<file path="src/rtl/guess_capture.sv">
// Button capture for a guessing game: each raw button is synchronized and
// debounced, and every debounced press records the pressing channels into the
// next free slot of a per-channel bit pattern until all slots are used.
module guess_capture #(
  parameter int unsigned NUM_CH     = 4,
  parameter int unsigned DEPTH      = 7,
  parameter int unsigned DEB_CYCLES = 4,
  localparam int unsigned IW        = $clog2(DEPTH + 1)
) (
  input  logic                    clk,
  input  logic                    rst,
  input  logic [NUM_CH-1:0]       btn,
  input  logic                    clear,
  output logic [NUM_CH*DEPTH-1:0] pattern,
  output logic [IW-1:0]           idx,
  output logic                    done,
  output logic                    press,
  output logic [NUM_CH-1:0]       press_mask
);

  // Counter must hold 0..DEB_CYCLES-1; keep at least one bit when DEB_CYCLES is 1.
  localparam int unsigned CW = (DEB_CYCLES > 1) ? $clog2(DEB_CYCLES) : 1;

  logic [NUM_CH-1:0]       sync1_q, sync2_q;
  logic [NUM_CH-1:0]       deb_q, deb_d;
  logic [CW-1:0]           cnt_q [NUM_CH];
  logic [CW-1:0]           cnt_d [NUM_CH];
  logic [NUM_CH-1:0]       rise;
  logic [NUM_CH*DEPTH-1:0] pattern_q, pattern_d;
  logic [IW-1:0]           idx_q, idx_d;
  logic                    press_q, press_d;
  logic [NUM_CH-1:0]       mask_q, mask_d;
  logic [DEPTH-1:0]        slot_oh;
  logic                    done_w;
  logic                    write;

  assign done_w = (idx_q == IW'(DEPTH));

  // Debounce: count edges of disagreement; toggle on the DEB_CYCLES-th one.
  always_comb begin
    for (int c = 0; c < NUM_CH; c++) begin
      deb_d[c] = deb_q[c];
      cnt_d[c] = '0;
      rise[c]  = 1'b0;
      if (sync2_q[c] != deb_q[c]) begin
        if (cnt_q[c] == CW'(DEB_CYCLES - 1)) begin
          deb_d[c] = ~deb_q[c];
          rise[c]  = ~deb_q[c];
        end else begin
          cnt_d[c] = cnt_q[c] + CW'(1);
        end
      end
    end
  end

  // Slot capture: any press while slots remain writes one slot; clear discards it.
  always_comb begin
    pattern_d = pattern_q;
    idx_d     = idx_q;
    press_d   = 1'b0;
    mask_d    = mask_q;
    write     = (|rise) && !done_w && !clear;
    for (int k = 0; k < DEPTH; k++) begin
      slot_oh[k] = (idx_q == IW'(k));
    end
    if (clear) begin
      pattern_d = '0;
      idx_d     = '0;
      mask_d    = '0;
    end else if (write) begin
      for (int c = 0; c < NUM_CH; c++) begin
        for (int k = 0; k < DEPTH; k++) begin
          if (rise[c] && slot_oh[k]) begin
            pattern_d[c*DEPTH + k] = 1'b1;
          end
        end
      end
      idx_d   = idx_q + IW'(1);
      press_d = 1'b1;
      mask_d  = rise;
    end
  end

  // State registers; reset beats clear and any press on the same edge.
  always_ff @(posedge clk) begin
    if (rst) begin
      sync1_q   <= '0;
      sync2_q   <= '0;
      deb_q     <= '0;
      for (int c = 0; c < NUM_CH; c++) cnt_q[c] <= '0;
      pattern_q <= '0;
      idx_q     <= '0;
      press_q   <= 1'b0;
      mask_q    <= '0;
    end else begin
      sync1_q   <= btn;
      sync2_q   <= sync1_q;
      deb_q     <= deb_d;
      for (int c = 0; c < NUM_CH; c++) cnt_q[c] <= cnt_d[c];
      pattern_q <= pattern_d;
      idx_q     <= idx_d;
      press_q   <= press_d;
      mask_q    <= mask_d;
    end
  end

  assign pattern    = pattern_q;
  assign idx        = idx_q;
  assign done       = done_w;
  assign press      = press_q;
  assign press_mask = mask_q;

endmodule

</file>
<file path="config.mk">
export PLATFORM = sky130hd
export DESIGN_NAME = guess_capture
export DESIGN_NICKNAME = d
export VERILOG_FILES = /design/src/rtl/guess_capture.sv
export SDC_FILE = /design/constraint.sdc
export NUM_CORES = 1
export LEC_CHECK = 0
export ABC_AREA = 1
export BUFFER_PORTS_ARGS = -buffer_cell sky130_fd_sc_hd__buf_2
export CORE_UTILIZATION = 50
export CTS_BUF_LIST = sky130_fd_sc_hd__clkbuf_8
export CTS_CLUSTER_DIAMETER = 120
export CTS_CLUSTER_SIZE = 25
export DETAILED_ROUTE_END_ITERATION = 7
export PLACE_DENSITY = 0.77
export SKIP_LAST_GASP = 1
export SLEW_MARGIN = 20
export SYNTH_ARGS = -nofsm -noshare
export SYNTH_HDL_FRONTEND = slang
export SYNTH_SLANG_ARGS = --single-unit
</file>
<file path="constraint.sdc">
create_clock -name clk -period 1.4 [get_ports clk]
set_input_delay 0.14 -clock clk [delete_from_list [all_inputs] [get_ports clk]]
set_output_delay 0.14 -clock clk [all_outputs]
set_load 0.05 [all_outputs]
</file>
==> results.md <==
* Clk network pwr share at 0.383
* Total via count after detailed routing at 1820
* Number of remaining DRC errors at 0
* Final hold violation count at 0
* Initial Utilization at 0.532
* Maximum number of pins on one net before global-route repair at 23
* Per-cell routed wire length at between 10 and 15 microns
* CTS Sinks at 56
* Clock-pin slew of the registers on the worst-case setup and hold paths at 0.09 ns
* TritonCTS buffer count at 5
* Worst-path cell with the longest stage delay: sky130_fd_sc_hd__dfxtp_2
* Worst max-slew margin expressed relative to the limit at 0.808
* Setup-failing EPs final at 0
* DRT antenna net count at 0
* Clk root buf: sky130_fd_sc_hd__clkbuf_8
* Type of the most critical hold path: in -> reg
* Synth area leader: sky130_fd_sc_hd__dfxtp_1
* Endpoint class of the critical path: flip-flop
* Count of mapped cells out of synthesis at 268
* Post-layout minimum cycle time at approximately 1.4 ns
* Power dissipated by switching net loads at 0.000574 W
* Tightest Pin Transition at around 0.29 ns
* FP Rows at 23
* Via count of the first global-routing pass at around 1600
* Data required time at the worst endpoint at around 1.7 ns
* RSZ-0062 raised after global routing: true
* Full die area at 0.00462 sq mm
* CP Cell Sequence: ha_4 > nand2_4 > nor2_4 > buf_6 > clkinvlp_4 > nor2_1 > nand4_1 > a21oi_1
* Final cell area excluding filler cells at 0.00275 sq mm
* Initial antenna violation count at 0
* Switching portion of total power at 0.210
* Mean Syn Cell Area at between 8 and 9 sq um
* Relative contribution of sequential cells to total power at 0.590
* Number of violations reported at the end of detailed-routing iteration 0 at 114
* Startpoint type of the worst setup path: flip-flop
* TritonCTS clock tree: built
* DR pass1 iterations at 4
* Post-synth top area share at 0.515
* Combined area of all synthesized cells at 0.00218 sq mm
* FF-to-FF setup slack at around 0.0037 ns
* Layout fillers at about 340
* Via-per-instance ratio at between 4 and 5
* Combinational share of power at 0.027
* Buffers plus inverters on the worst setup path at 2
* Unique masters post-synth at 21
* Number of storage elements in the synthesis netlist at 56
* Fin cells at 370
* Result of the run: complete, no violations
* Max Slew Vio Count at 0
* Crit-path leading delay family: simple AND/OR/NAND/NOR gates
* CTS hold repair buffers at 0
* Total grt overflow at 0
* Post-synthesis net count at approximately 290
* Leak at about 1.2 nW
* Worst clock skew on the final layout at 0.00799 ns
* Most area-consuming cells after synthesis: sky130_fd_sc_hd__dfxtp_1, sky130_fd_sc_hd__nor2_1, sky130_fd_sc_hd__a21oi_1
* Data arrival, critical path at between 1.5 and 2 ns
* Maximum clock frequency at between 700 and 800 MHz
* Worst-case clock buffer depth at 2
* Height of the die at between 60 and 70 microns
* Count of synthesis-stage warnings from yosys at 0
* P_int at 0.00215 W
* Post-synthesis sequential area ratio at 0.515
* Placed wire-length estimate at 3080 microns
* Final clock period utilization by the worst path at 0.997
* Area grow syn2layout at 26.5%
* Aggregate routed wire length at roughly 4500 microns
* GRT Util Overall at 0.202
* Fin util at 0.674
* Layout cells sized above 1 at 0.316
* Power density of the placed cells at about 990 mW/mm^2
* Peak per-stage delay on the critical path at 0.36 ns
* Max-cap violations at 0
* VDD IR max at about 820 uV
* Final Wtd Congestion at around 0.90
* Die width at around 68 microns
* First-pass GRT wire length at about 7000 microns
* Cell area reported after detailed placement at 0.00251 sq mm
* Number of nets at the end of the flow at 336
* Critical setup path kind: reg -> reg
* Quantity of I/O buffers inserted on ports at 43
* Num ports at 44
* ANT cells at 0
* Placeable core region at 0.00409 sq mm
* CTS H-tree lvls at 2
* Clk_lat worst skew at approximately 0.31 ns
* Critical Path Fanout Max at 7
* Number of placed instances with taps included at 360
[metal layers]
metal  vias up  share of wire  track usage
met3         6          0.038       0.0517
met4         0          0.018       0.0885
li1        943              -            -
met1       836           0.48        0.249
met2        35           0.47        0.330
met5         -              0            0
[area by class of cell]
type,count,area [sq um],area share
multi-input combinational,155,940,0.341
tap,50,62.6,0.0227
clock inverter,3,42.5,0.0155
timing repair buffer,53,313,0.114
inverter,48,190,0.0691
sequential,56,1140,0.413
clock buffer,5,68.8,0.0250
[logic make-up (layout without fill, tap and decap cells)]
group | after synthesis | after routing | share of synthesized area
flip-flops | 56 | 56 | 0.515
AND/OR/NAND/NOR | 103 | 103 | 0.217
AO/OA/AOI/OAI | 38 | 38 | 0.0891
XOR/XNOR | 4 | 4 | 0.0161
adder cells (fa/ha/maj) | 10 | 10 | 0.0575
buffers and inverters | 57 | 109 | 0.105
[placed cells by master (no fill, tap or decap)]
cell type	count
sky130_fd_sc_hd__buf_12	1
sky130_fd_sc_hd__nor2_4	2
sky130_fd_sc_hd__clkinvlp_4	3
sky130_fd_sc_hd__dfxtp_1	48
sky130_fd_sc_hd__xor2_1	4
sky130_fd_sc_hd__buf_6	2
sky130_fd_sc_hd__buf_4	8
sky130_fd_sc_hd__inv_4	1
sky130_fd_sc_hd__nor2_1	46
sky130_fd_sc_hd__clkinv_1	1
sky130_fd_sc_hd__a21oi_1	29
sky130_fd_sc_hd__ha_4	4
sky130_fd_sc_hd__nand2_4	3
sky130_fd_sc_hd__nand2_1	14
sky130_fd_sc_hd__inv_2	3
sky130_fd_sc_hd__nand3_1	12
sky130_fd_sc_hd__clkbuf_8	5
sky130_fd_sc_hd__dfxtp_2	6
sky130_fd_sc_hd__dfxtp_4	2
sky130_fd_sc_hd__clkinv_2	1
sky130_fd_sc_hd__nor2_2	6
sky130_fd_sc_hd__ha_1	4
sky130_fd_sc_hd__nand4_1	16
sky130_fd_sc_hd__o21ai_0	4
sky130_fd_sc_hd__nand2_2	3
sky130_fd_sc_hd__a21oi_2	5
sky130_fd_sc_hd__bufinv_16	1
sky130_fd_sc_hd__nand3_4	1
sky130_fd_sc_hd__ha_2	2
sky130_fd_sc_hd__buf_2	42
sky130_fd_sc_hd__inv_1	41
[worst min-delay path, stage by stage]
cell	delay, ns
sky130_fd_sc_hd__buf_2	0.07
sky130_fd_sc_hd__inv_1	0.03
sky130_fd_sc_hd__nor2_1	0.06
[state kept, by name, summed over array words and instances (netlist names)]
| register | flops |
|---|---|
| press_mask | 4 |
| pattern | 28 |
| cnt_q | 8 |
| idx | 3 |
| deb_q | 4 |
| sync2_q | 4 |
| press | 1 |
| sync1_q | 4 |
[cells in the mapped netlist]
| cell | n |
|---|---|
| sky130_fd_sc_hd__nand2_2 | 1 |
| sky130_fd_sc_hd__clkbuf_1 | 5 |
| sky130_fd_sc_hd__xor2_1 | 4 |
| sky130_fd_sc_hd__nor2_1 | 51 |
| sky130_fd_sc_hd__buf_4 | 1 |
| sky130_fd_sc_hd__a21oi_1 | 33 |
| sky130_fd_sc_hd__nor2_2 | 3 |
| sky130_fd_sc_hd__clkinv_1 | 1 |
| sky130_fd_sc_hd__nand3_1 | 12 |
| sky130_fd_sc_hd__buf_2 | 2 |
| sky130_fd_sc_hd__inv_1 | 44 |
| sky130_fd_sc_hd__dfxtp_1 | 56 |
| sky130_fd_sc_hd__o21ai_0 | 4 |
| sky130_fd_sc_hd__inv_2 | 3 |
| sky130_fd_sc_hd__buf_6 | 1 |
| sky130_fd_sc_hd__ha_1 | 10 |
| sky130_fd_sc_hd__nand2_1 | 18 |
| sky130_fd_sc_hd__nand3_4 | 1 |
| sky130_fd_sc_hd__nand2_4 | 1 |
| sky130_fd_sc_hd__a21oi_2 | 1 |
| sky130_fd_sc_hd__nand4_1 | 16 |
[power groups by stage]
stage	Clock (W)	Sequential, W	Combinational (W)
after floorplan	0	0.00164	0.0000446
after global placement	0	0.00165	0.0000678
after detailed placement	0	0.00165	0.0000693
after CTS	0.00108	0.00161	0.0000695
after global routing	0.00113	0.00161	0.0000833
final	0.00104	0.00161	0.0000733
[worst paths after layout]
| kind | startpoint | endpoint | cells past startpoint |
|---|---|---|---|
| max | cnt_q[3][0] | pattern[26] | 8 |
| min reg2reg | sync1_q[2] | sync2_q[2] | 2 |
| min | btn[3] | sync1_q[3] | 3 |
| max reg2reg | cnt_q[3][0] | pattern[26] | 8 |
[repair_timing]
action | in CTS | in global routing
setup buffers | 0 | 2
hold endpoints to repair | 0 | 0
gates resized for setup | 0 | 35
setup endpoints to repair | 0 | 28
[through the flow]
stage | worst slack (ns) | power, W | hold WS, ns | TNS [ns]
2_1_floorplan | 0.0203 | 0.00169 | 0.247 | 0
5_1_grt | -0.0874 | 0.00282 | 0.0421 | -0.842
6_report | 0.00370 | 0.00273 | 0.0232 | 0
3_5_place_dp | 0.0444 | 0.00172 | 0.349 | 0
3_3_place_gp | 0.0735 | 0.00171 | 0.338 | 0
4_1_cts | 0.0149 | 0.00275 | 0.0123 | 0
(Power assumes the default switching activity.)
